===== src/rtl/alu_issue_ctrl_pkg.sv =====
// Shared constants for the ALU issue stage: widths, opcode/funct values,
// ALU operation codes, FSM state encoding and the decoder result bundle.
package alu_issue_ctrl_pkg;

  localparam int DATA_WIDTH  = 32;
  localparam int RADDR_WIDTH = 5;
  localparam int OPRN_WIDTH  = 6;

  localparam logic [5:0] OP_RTYPE = 6'h00;
  localparam logic [5:0] OP_ADDI  = 6'h08;
  localparam logic [5:0] OP_SLTI  = 6'h0a;
  localparam logic [5:0] OP_ANDI  = 6'h0c;
  localparam logic [5:0] OP_ORI   = 6'h0d;
  localparam logic [5:0] OP_LUI   = 6'h0f;
  localparam logic [5:0] OP_MULI  = 6'h1d;

  // R-type funct values double as the ALU operation codes
  localparam logic [OPRN_WIDTH-1:0] ALU_SHL = 6'h01;
  localparam logic [OPRN_WIDTH-1:0] ALU_SHR = 6'h02;
  localparam logic [OPRN_WIDTH-1:0] ALU_ADD = 6'h20;
  localparam logic [OPRN_WIDTH-1:0] ALU_SUB = 6'h22;
  localparam logic [OPRN_WIDTH-1:0] ALU_AND = 6'h24;
  localparam logic [OPRN_WIDTH-1:0] ALU_OR  = 6'h25;
  localparam logic [OPRN_WIDTH-1:0] ALU_NOR = 6'h27;
  localparam logic [OPRN_WIDTH-1:0] ALU_SLT = 6'h2a;
  localparam logic [OPRN_WIDTH-1:0] ALU_MUL = 6'h2c;

  typedef enum logic [1:0] {
    ST_IDLE      = 2'd0,
    ST_DECODE    = 2'd1,
    ST_EXECUTE   = 2'd2,
    ST_WRITEBACK = 2'd3
  } state_t;

  typedef struct packed {
    logic [DATA_WIDTH-1:0]  op1;
    logic [DATA_WIDTH-1:0]  op2;
    logic [OPRN_WIDTH-1:0]  oprn;
    logic [RADDR_WIDTH-1:0] dest;
    logic                   legal;
  } decode_t;

endpackage


===== src/rtl/alu_instr_decode.sv =====
// Combinational decode of the R/I-type ALU subset: instruction word plus
// register-file read data in, ALU operands/operation/destination/legal out.
module alu_instr_decode
  import alu_issue_ctrl_pkg::*;
(
  input  logic [31:0]           instr,
  input  logic [DATA_WIDTH-1:0] rf_data_r1,
  input  logic [DATA_WIDTH-1:0] rf_data_r2,
  output decode_t               dec
);

  logic [5:0]             opcode;
  logic [RADDR_WIDTH-1:0] rt;
  logic [RADDR_WIDTH-1:0] rd;
  logic [4:0]             shamt;
  logic [5:0]             funct;
  logic [15:0]            imm;
  logic [DATA_WIDTH-1:0]  imm_sext;
  logic [DATA_WIDTH-1:0]  imm_zext;

  assign opcode   = instr[31:26];
  assign rt       = instr[20:16];
  assign rd       = instr[15:11];
  assign shamt    = instr[10:6];
  assign funct    = instr[5:0];
  assign imm      = instr[15:0];
  assign imm_sext = {{(DATA_WIDTH-16){imm[15]}}, imm};
  assign imm_zext = {{(DATA_WIDTH-16){1'b0}}, imm};

  // rs is consumed through rf_data_r1; the top drives the read addresses itself
  always_comb begin
    dec       = '0;
    dec.oprn  = ALU_ADD;
    dec.op1   = rf_data_r1;
    dec.dest  = rt;
    unique case (opcode)
      OP_RTYPE: begin
        dec.dest = rd;
        case (funct)
          ALU_ADD, ALU_SUB, ALU_MUL, ALU_AND, ALU_OR, ALU_NOR, ALU_SLT: begin
            dec.legal = 1'b1;
            dec.oprn  = funct;
            dec.op2   = rf_data_r2;
          end
          ALU_SHL, ALU_SHR: begin
            dec.legal = 1'b1;
            dec.oprn  = funct;
            dec.op2   = {{(DATA_WIDTH-5){1'b0}}, shamt};
          end
          default: dec.legal = 1'b0;
        endcase
      end
      OP_ADDI: begin dec.legal = 1'b1; dec.oprn = ALU_ADD; dec.op2 = imm_sext; end
      OP_SLTI: begin dec.legal = 1'b1; dec.oprn = ALU_SLT; dec.op2 = imm_sext; end
      OP_MULI: begin dec.legal = 1'b1; dec.oprn = ALU_MUL; dec.op2 = imm_sext; end
      OP_ANDI: begin dec.legal = 1'b1; dec.oprn = ALU_AND; dec.op2 = imm_zext; end
      OP_ORI:  begin dec.legal = 1'b1; dec.oprn = ALU_OR;  dec.op2 = imm_zext; end
      // lui is a left shift of the zero-extended immediate by 16
      OP_LUI: begin
        dec.legal = 1'b1;
        dec.oprn  = ALU_SHL;
        dec.op1   = imm_zext;
        dec.op2   = DATA_WIDTH'(16);
      end
      default: dec.legal = 1'b0;
    endcase
  end

endmodule


===== src/rtl/alu_issue_ctrl.sv =====
// Issue/sequencing stage in front of the ALU: accepts one instruction, decodes
// it, drives the ALU for one cycle and writes the result back (4 cycles each).
module alu_issue_ctrl
  import alu_issue_ctrl_pkg::*;
(
  input  logic                   clk,
  input  logic                   rst_n,
  input  logic [31:0]            instr,
  input  logic                   instr_valid,
  output logic                   instr_ready,
  output logic [RADDR_WIDTH-1:0] rf_addr_r1,
  output logic [RADDR_WIDTH-1:0] rf_addr_r2,
  input  logic [DATA_WIDTH-1:0]  rf_data_r1,
  input  logic [DATA_WIDTH-1:0]  rf_data_r2,
  output logic [DATA_WIDTH-1:0]  alu_op1,
  output logic [DATA_WIDTH-1:0]  alu_op2,
  output logic [OPRN_WIDTH-1:0]  alu_oprn,
  input  logic [DATA_WIDTH-1:0]  alu_out,
  input  logic                   alu_zero,
  output logic                   rf_we,
  output logic [RADDR_WIDTH-1:0] rf_addr_w,
  output logic [DATA_WIDTH-1:0]  rf_data_w,
  output logic                   zero_flag,
  output logic                   illegal
);

  state_t                 state;
  state_t                 state_nxt;
  logic [31:0]            instr_q;
  logic [RADDR_WIDTH-1:0] dest_q;
  logic                   accept;
  decode_t                dec;

  assign accept     = instr_valid & instr_ready;
  assign rf_addr_r1 = instr_q[25:21];
  assign rf_addr_r2 = instr_q[20:16];

  alu_instr_decode u_decode (
    .instr      (instr_q),
    .rf_data_r1 (rf_data_r1),
    .rf_data_r2 (rf_data_r2),
    .dec        (dec)
  );

  always_comb begin
    state_nxt = state;
    unique case (state)
      ST_IDLE:      if (accept) state_nxt = ST_DECODE;
      ST_DECODE:    state_nxt = dec.legal ? ST_EXECUTE : ST_IDLE;
      ST_EXECUTE:   state_nxt = ST_WRITEBACK;
      ST_WRITEBACK: state_nxt = ST_IDLE;
      default:      state_nxt = ST_IDLE;
    endcase
  end

  // Ready is registered from the next state so it stays low throughout reset
  // and the ALU-facing registers power up on a defined add operation.
  always_ff @(posedge clk or negedge rst_n) begin
    if (!rst_n) begin
      state       <= ST_IDLE;
      instr_ready <= 1'b0;
      instr_q     <= '0;
      dest_q      <= '0;
      alu_op1     <= '0;
      alu_op2     <= '0;
      alu_oprn    <= ALU_ADD;
      rf_we       <= 1'b0;
      rf_addr_w   <= '0;
      rf_data_w   <= '0;
      zero_flag   <= 1'b0;
      illegal     <= 1'b0;
    end else begin
      state       <= state_nxt;
      instr_ready <= (state_nxt == ST_IDLE);
      rf_we       <= 1'b0;
      illegal     <= 1'b0;
      unique case (state)
        ST_IDLE: if (accept) instr_q <= instr;
        ST_DECODE: begin
          if (dec.legal) begin
            alu_op1  <= dec.op1;
            alu_op2  <= dec.op2;
            alu_oprn <= dec.oprn;
            dest_q   <= dec.dest;
          end else begin
            illegal  <= 1'b1;
          end
        end
        ST_EXECUTE: begin
          rf_data_w <= alu_out;
          zero_flag <= alu_zero;
          rf_addr_w <= dest_q;
          rf_we     <= (dest_q != '0);
        end
        default: ;
      endcase
    end
  end

endmodule


===== config.mk =====
export PLATFORM = sky130hd
export DESIGN_NAME = alu_issue_ctrl
export DESIGN_NICKNAME = d
export VERILOG_FILES = /design/src/rtl/alu_issue_ctrl_pkg.sv /design/src/rtl/alu_instr_decode.sv /design/src/rtl/alu_issue_ctrl.sv
export SDC_FILE = /design/constraint.sdc
export NUM_CORES = 1
export LEC_CHECK = 0
export BUFFER_PORTS_ARGS = -buffer_cell sky130_fd_sc_hd__buf_4
export CORE_MARGIN = 2
export CORE_UTILIZATION = 49
export CTS_BUF_LIST = sky130_fd_sc_hd__clkbuf_4 sky130_fd_sc_hd__clkbuf_8 sky130_fd_sc_hd__clkbuf_16
export CTS_CLUSTER_DIAMETER = 100
export CTS_CLUSTER_SIZE = 25
export DETAILED_ROUTE_END_ITERATION = 8
export PLACE_DENSITY_LB_ADDON = 0.05
export SYNTH_ARGS = -nofsm -noshare
export SYNTH_HDL_FRONTEND = slang
export SYNTH_SLANG_ARGS = --single-unit

===== constraint.sdc =====
create_clock -name clk -period 3 [get_ports clk]
set_input_delay 0 -clock clk [delete_from_list [all_inputs] [get_ports clk]]
set_output_delay 0 -clock clk [all_outputs]
set_load 0.005 [all_outputs]

==> Word level (Yosys, flattened, before mapping) <==
Index checks and enable logic that the tools add are counted.
{ "word_totals": {"regBits": 150, "out_inout_bits": 121, "inputBits": 132, "elab_cells": 53} }
{ "classes": {"n_mux": 12, "reduce_logical": 10, "bitwise": 1, "n_eq_ne": 18} }
{ "ops": {"columns": ["cell", "n"], "rows": [
  ["$pmux 38 s7", 1],
  ["$pmux 38 s2", 1],
  ["$eq 6x6->1 const B", 7],
  ["$mux 32", 1],
  ["$eq 6x4->1 const B", 5],
  ["$reduce_or 9->1", 1],
  ["$pmux 2 s4", 1],
  ["$reduce_or 7->1", 1],
  ["$eq 6x1->1 const B", 1],
  ["$eq 6x2->1 const B", 1],
  ["$eq 6x5->1 const B", 1],
  ["$logic_not 6->1", 1],
  ["$reduce_or 6->1", 1],
  ["$mux 5", 1],
  ["$reduce_bool 5->1", 1],
  ["$eq 2x2->1 const B", 2],
  ["$logic_not 2->1", 2],
  ["$mux 1", 4],
  ["$mux 2", 2],
  ["$reduce_and 2->1", 2],
  ["$eq 2x1->1 const B", 1],
  ["$pmux 1 s2", 1],
  ["$reduce_or 2->1", 1],
  ["$and 1x1->1", 1]
]} }

==> Logic depth before layout (Yosys ltp) <==
Gate-level depths: netlist of run 1.
{ "depth": {"depth_word": 7, "depth_mapped": 9, "ltp_nobuf": 5} }

==> Hierarchy <==
A second synthesis of run 1 with hierarchy kept.
{ "unflattened": {"cells_unflattened": 477, "area_unflattened_um2": 6871.6} }
{ "by_module_without_submodules": {"columns": ["mod", "seq_area_each_um2", "instances", "area_per_inst_um2", "cells_per_inst"], "rows": [
  ["alu_issue_ctrl", 3754.9, 1, 5780.5, 334],
  ["alu_instr_decode", 0.0, 1, 1091.0, 143]
]} }

==> Worst setup path before layout of run 1 <==
Ideal clock, no wire load.
{ "synth_timing": {"path_kind": "register to register", "startpoint": "reg instr_q[27]", "endpoint": "reg alu_op1[10]", "required_ps": 2875, "period_less_slack_ps": 2087, "t_arrival_ps": 1962, "path_buffers": 2, "setup_time_ps": 125, "path_stages_with_launch": 8, "setup_slack_ps": 913, "path_cell_list": "dfrtp_1 buf_2 nor3_2 nand2_2 or3b_4 a21oi_4 buf_4 mux2_2"} }
{ "synth_via": {"elab_chain_cells": 4, "word_cells_on_any_way": 11, "cone_classes": "6 x eq/ne; 2 x mux; 3 x reduce/logical"} }
{ "synth_lines": {"columns": ["element", "line", "source"], "rows": [
  ["start, declared", "alu_issue_ctrl.sv:29", "logic [31:0] instr_q;"],
  ["start signal, assigned", "alu_issue_ctrl.sv:78", "ST_IDLE: if (accept) instr_q <= instr;"],
  ["$eq 6x4->1 / $eq 6x5->1 (equally long branches)", "alu_instr_decode.sv:36", "unique case (opcode)"],
  ["$reduce_or 6->1 (no source line)", null, null],
  ["$pmux 1 s2", "alu_instr_decode.sv:36", null],
  ["$reduce_and 2->1 (no source line)", null, null],
  ["end signal, assigned", "alu_issue_ctrl.sv:81", "alu_op1 <= dec.op1;"],
  ["end, declared", "alu_issue_ctrl.sv:15", "output logic [DATA_WIDTH-1:0] alu_op1,"]
]} }
Parallel ways exist; a longest one is shown, timed or not.
A chain may end at the register's enable or synchronous reset.

==> Worst setup path after layout of run 1 <==
{ "layout_timing": {"startpoint": "reg instr_q[26]", "endpoint": "reg alu_op1[20]"} }
Same word-level chain as after synthesis.

==> results.tsv, run 1 <==
metric	value	unit
outcome	finished, final reports clean	
grt_pass1_vias	5908	
power.share.switching	31.1	%
startpoint_type	register	
drt-initial-drc-count	403	
htreeDepth	4	
cts_buffers	17	
synthXorXnorAreaFrac	0.132	%
firstDrtPassIters	4	
core_area	13200	um2
globalplace.congestion	0.854	
fin_setup_tns	0	ps
setup_viol	0	
synthToLayoutAreaGrowth	59.5	%
report.final.slew_viol_count	0	
reg2reg_slack	480	ps
final_common_cell	buf_4	
synth-simple-area-share	4.88	%
fill_cells	774	
worstMarginPinSlew	782	ps
r2r-start	instr_q[26]	
cts_root_buf	clkbuf_16	
synth_mux_area_share	26.5	%
path_class	register to register	
rsz0062_at_grt	no	
p_int	6.61	mW
cts_max_path_buffers	2	
syn-num-nets	635	
synth_top_family_by_area	multiplexers	
port_buffers	252	
reg2reg_to	alu_op1[20]	
drt-total-wl	19900	um
avgSynthCellArea	13.1	um2
clkPwrFrac	23.4	%
rows	42	
nets	1012	
grt_max_degree	86	
cp-end-kind	register	
final_cell_mix	buf_4 (262), dfrtp_1 (149), dlygate4sd3_1 (130)	
fin_worst_skew	5.11	ps
p_leak	5.00	nW
synth.ff_latch_count	150	
grt_pass1_wl	31600	um
die_area	14400	um2
diodes	0	
postCtsSetupBuffers	0	
die_y	120	um
r2r_cells	7	
synthAdderAreaFrac	0	%
gr-total-overflow	0	
num_io_pins	253	
synth_area	6610	um2
hold_violations	0	
layout-drive-gt1-share	48.4	%
syn-instance-count	503	
finalCriticalPeriod	2520	ps
p_seq_share	38.8	%
max_slew_margin	47.9	%
wl_per_cell	18.6	um
switching_power	2.99	mW
placed_cells	907	
hold_path.class	input pin to async pin	
crit_fanout	32	
max-cap-violations	0	
die_w	120	um
seq_area_frac_synth	56.8	%
clk_pin_slew	60	ps
cts_tree	done	
via_per_inst	5.06	
drcViolationCount	0	
antenna_left	0	
vias	5411	
finalNonFillerCells	1069	
synth_compound_area_share	5.60	%
yosysUniqueCellTypes	43	
period_share	84.1	%
max_freq	0.396	GHz
antenna_found_initial	0	
initial_utilization	50.1	%
p_per_area	910	nW/um2
arrival	2860	ps
clkLatencyLatePin	420	ps
cts_sinks	150	
ys_warn_count	0	
hpwl	12200	um
power.share.combinational	37.8	%
max-vdd-ir-drop	0.531	mV
groute.usage.overall	28.5	%
total_power	9.60	mW
required	3340	ps
-- area by class of cell --
| type | instances | area, um2 | share of cell area, % |
|---|---|---|---|
| flip-flops and latches | 150 | 3750 | 35.6 |
| repair buffers | 395 | 3320 | 31.5 |
| multi-input cells | 273 | 2470 | 23.4 |
| clock buffers | 22 | 469 | 4.45 |
| well taps | 176 | 220 | 2.09 |
| inverters | 43 | 161 | 1.53 |
| clock inverters | 10 | 153 | 1.45 |
-- metrics by stage --
stage          utilization [%]  hold WS [ps]  instance area [um2]  setup WS [ps]
2_1_floorplan                -          -296                 6610            913
3_3_place_gp              65.4          96.1                 8630            551
3_5_place_dp              65.4           106                 8630            473
4_1_cts                   80.0           224                10600            461
5_1_grt                   80.0           259                10600            322
6_report                  80.0           193                10600            477
-- logic make-up after synthesis --
family          after synthesis
xor+xnor                      1
mux                         160
flops                       150
simple gates                 59
buf+inv                      80
compound gates               53
-- routing by layer --
layer  global-route usage [%]  wire [um]  share of wire (%)  up-vias
met1                     33.6       7740                 39     2665
met2                     50.4      10400                 52      215
met3                     7.41       1380                6.9       30
met4                     10.2        389                2.0        0
met5                        0          0                  0        -
li1                         -          -                  -     2501
-- how the worst max path moves through the flow --
stage,from,endpoint,slack [ps]
3_3_place_gp,instr_q[27],alu_op1[11],550
3_5_place_dp,instr_q[28],alu_op1[8],470
6_report,instr_q[26],alu_op1[20],480
2_1_floorplan,instr_q[27],alu_op1[10],910
4_1_cts,instr_q[26],alu_op1[8],460
5_1_grt,instr_q[27],alu_op1[27],320
-- state kept, by name, summed over array words and instances (netlist names) --
| register | cells |
|---|---|
| rf_addr_w | 5 |
| dest_q | 5 |
| illegal | 1 |
| alu_oprn | 6 |
| zero_flag | 1 |
| instr_q | 32 |
| alu_op1 | 32 |
| alu_op2 | 32 |
| rf_data_w | 32 |
| rf_we | 1 |
| instr_ready | 1 |
| state | 2 |
-- cell usage after synthesis --
cell	count	area (um2)
a211oi_2	1	12.5
a21boi_2	1	11.3
a21oi_1	23	115
a21oi_2	1	8.76
a21oi_4	1	16.3
a222oi_1	4	40.0
a22o_1	11	96.3
a31oi_1	1	6.26
and4_1	1	8.76
buf_2	5	25.0
buf_4	16	120
buf_6	2	22.5
buf_8	2	30.0
clkbuf_1	12	45.0
dfrtp_1	149	3730
dfstp_2	1	26.3
inv_1	43	161
mux2_2	121	1360
mux2i_1	39	390
nand2_1	27	101
nand2_2	1	6.26
nand2b_1	2	12.5
nand4b_1	1	8.76
nor2_1	5	18.8
nor2b_1	7	43.8
nor3_1	4	20.0
nor3_2	1	10.0
nor3_4	1	16.3
nor3b_1	1	7.51
nor3b_2	1	12.5
nor4_1	1	6.26
nor4b_1	1	8.76
o211ai_1	1	7.51
o21a_1	1	7.51
o21ai_0	6	30.0
o21ba_1	1	10.0
o2bb2ai_1	1	8.76
or2_2	1	6.26
or3_1	1	6.26
or3b_4	1	11.3
or4_1	1	7.51
or4b_2	1	10.0
xor2_1	1	8.76
-- power groups by stage --
stage / sequential, mW / combinational [mW] / clock (mW)
floorplan: 3.55 / 1.85 / 0
global placement: 3.65 / 3.35 / 0
detailed placement: 3.71 / 3.42 / 0
CTS: 3.69 / 3.58 / 2.28
global route: 3.85 / 3.91 / 2.38
finish: 3.73 / 3.63 / 2.24
-- critical path, stage by stage (launching register included) --
cell and delay, ps:
dfrtp_1 470, nor3_4 270, nand2_2 190, or3b_4 470, a21oi_4 170, buf_4 410
buf_4 240, mux2i_1 190
-- what timing repair did --
item,4_1_cts,5_1_grt
hold buffers,130,0
resized for setup,0,0
endpoints found under the hold margin,213,0
Power figures use the tool's default switching activity.
==> run 2, diff against run 1 <==
--- a/config.mk
+++ b/config.mk
@@ -5,6 +5,7 @@
 export SDC_FILE = /design/constraint.sdc
 export NUM_CORES = 1
 export LEC_CHECK = 0
+export ABC_AREA = 1
 export BUFFER_PORTS_ARGS = -buffer_cell sky130_fd_sc_hd__buf_4
 export CORE_MARGIN = 2
 export CORE_UTILIZATION = 49
==> constraint.sdc (replaced) <==
create_clock -name clk -period 2.4 [get_ports clk]
set_input_delay 0 -clock clk [delete_from_list [all_inputs] [get_ports clk]]
set_output_delay 0 -clock clk [all_outputs]
set_load 0.005 [all_outputs]
==> run 2 against run 1 <==
Compared with the run above: cell count grew 26%; first-iteration DRC count grew 17%; area after synthesis grew 0.40%; register-to-register slack lost 20 ps; clock power grew 29%; worst setup slack lost 24 ps; core utilization shrank 0.44 points; via count grew 21%; critical path type unchanged; largest cell class unchanged; largest power group unchanged; highest routed layer unchanged.
==> results.tsv, run 2 <==
metric	value	unit	change
grt_pass1_vias	6570		was 5908
path_class	register to register		unchanged
report.final.slew_viol_count	0		unchanged
cts_buffers	17		unchanged
ys_warn_count	0		unchanged
synth-edff-count	0		unchanged
fin_util	79.6	%	was 80.0%
wl_per_cell	14.9	um	was 18.6 um
ctsResizeCount	0		unchanged
max-vdd-ir-drop	0.619	mV	was 0.531 mV
synthFlopType	dfrtp_1		unchanged
r2r-start	instr_q[26]		unchanged
clkLatencyLatePin	410	ps	was 420 ps
hpwl	12300	um	was 12200 um
clk_pin_slew	60	ps	about the same
reg2reg_slack	450	ps	was 480 ps
gr-total-overflow	0		unchanged
groute.usage.overall	28.3	%	was 28.5%
initial_utilization	50.1	%	about the same
cts_tree	done		unchanged
synth_top_area_share	56.2	%	was 56.4%
antenna_found_initial	0		unchanged
crit_fanout	89		was 32
grt_pass1_wl	32300	um	was 31600 um
ys_top_cells_by_count	nand2_1 (367), dfrtp_1 (149), nor2_1 (48), a21oi_1 (40), inv_1 (31)		was dfrtp_1 (149), mux2_2 (121), inv_1 (43), mux2i_1 (39), nand2_1 (27)
nets	1286		was 1012
total_power	12.0	mW	was 9.60 mW
globalplace.congestion	0.826		was 0.854
r2r_cells	10		was 7
firstDrtPassIters	5		was 4
postCtsSetupBuffers	0		unchanged
drt-total-wl	19900	um	about the same
drt-initial-drc-count	471		was 403
outcome	finished, final reports clean		unchanged
final_cell_mix	nand2_1 (367), buf_4 (258), dfrtp_1 (149)		was buf_4 (262), dfrtp_1 (149), dlygate4sd3_1 (130)
rows	42		unchanged
via_per_inst	4.86		was 5.06
diodes	0		unchanged
reg2reg_to	alu_op1[22]		was alu_op1[20]
fin_setup_tns	0	ps	unchanged
syn-num-nets	922		was 635
num_io_pins	253		unchanged
ctsHoldBuffers	131		was 130
cts_max_path_buffers	2		unchanged
synth.area.top_cells	dfrtp_1 (56%), nand2_1 (21%), a21oi_1 (3.0%)		was dfrtp_1 (56%), mux2_2 (21%), mux2i_1 (5.9%)
die_area	14500	um2	was 14400 um2
cts_sinks	150		unchanged
startpoint_type	register		unchanged
antenna_left	0		unchanged
hold_violations	0		unchanged
port_buffers	252		unchanged
period_share	81.1	%	was 84.1%
rsz0062_at_grt	no		unchanged
vias	6521		was 5411
synth.ff_latch_count	150		unchanged
htreeDepth	4		unchanged
avgSynthCellArea	8.41	um2	was 13.1 um2
max_freq	0.514	GHz	was 0.396 GHz
hold_path.class	input pin to async pin		unchanged
final_common_cell	nand2_1		was buf_4
cts_root_buf	clkbuf_16		unchanged
max-cap-violations	0		unchanged
synth.most_common_cell	nand2_1		was dfrtp_1
cp-end-kind	register		unchanged
syn-instance-count	790		was 503
seq_area_frac_synth	56.5	%	was 56.8%
finalNonFillerCells	1343		was 1069
finalCriticalPeriod	1950	ps	was 2520 ps
synth_largest_area_cell	dfrtp_1		unchanged
layout-drive-gt1-share	29.2	%	was 48.4%
p_per_area	1140	nW/um2	was 910 nW/um2
yosysUniqueCellTypes	25		was 43
async_flop_share	100	%	unchanged
die_y	120	um	about the same
setup_viol	0		unchanged
die_w	120	um	about the same
drcViolationCount	0		unchanged
placed_cells	1180		was 907
grt_max_degree	90		was 86
fin_worst_skew	8.23	ps	was 5.11 ps
core_area	13200	um2	about the same
required	2730	ps	was 3340 ps
arrival	2280	ps	was 2860 ps
worstMarginPinSlew	658	ps	was 782 ps
synthToLayoutAreaGrowth	58.7	%	was 59.5%
cp-startpoint	instr_q[26]		unchanged
synth_area	6640	um2	was 6610 um2
max_slew_margin	56.1	%	was 47.9%
p_leak	5.67	nW	was 5.00 nW
run 2: worst max path at each step:
stage,endpoint
4_1_cts,alu_op1[13]
3_3_place_gp,dest_q[1]
6_report,alu_op1[22]
5_1_grt,alu_op1[31]
2_1_floorplan,dest_q[0]
3_5_place_dp,alu_op1[2]
run 2: power breakdown:
group	switching [mW]	internal [mW]	leakage, nW
clock network	1.00	1.90	0.323
registers	0.804	3.77	1.79
logic	2.23	2.33	3.56
total	4.04	8.00	5.67
run 2: worst max-delay path, cell delays in order (launching register included):
cell and delay [ps]:
dfrtp_1 390, inv_1 140, nor2_1 70, nand3_1 120
nand2_1 130, nor2_2 150, nand3_2 130, nand2_4 110
buf_12 330, nand2_1 110, o21ai_1 110
run 2: metrics by stage:
stage	setup slack, ps	area (um2)	hold WS [ps]
final	453	10500	150
after floorplan	867	6640	-296
after CTS	501	10500	187
after global placement	578	8570	48.4
after global routing	272	10500	208
after detailed placement	545	8570	52.1
run 2: cell families (layout without fill, tap and decap cells):
family | count (synthesis) | in the layout | synth area share (%)
AOI/OAI and AO/OA | 90 | 90 | 7.35
buffers and inverters | 85 | 462 | 6.95
DFF | 150 | 150 | 56.5
muxes | 12 | 12 | 2.04
and+or+nand+nor | 453 | 453 | 27.1
run 2: per-layer routing:
layer | vias up | part of all wire, % | GRT usage [%] | wire, um
li1 | 3171 | - | - | -
met1 | 3054 | 42 | 35.8 | 8350
met2 | 251 | 49 | 46.9 | 9760
met3 | 45 | 6.3 | 6.46 | 1260
met4 | 0 | 2.9 | 11.6 | 582
met5 | - | 0 | 0 | 0
run 2: area by class of cell:
type | instances | area (um2)
clock buffers | 24 | 509
clock inverters | 8 | 143
fillers | 895 | 2710
inverters | 36 | 135
multi-input cells | 555 | 2430
flip-flops and latches | 150 | 3750
well taps | 176 | 220
repair buffers | 394 | 3340
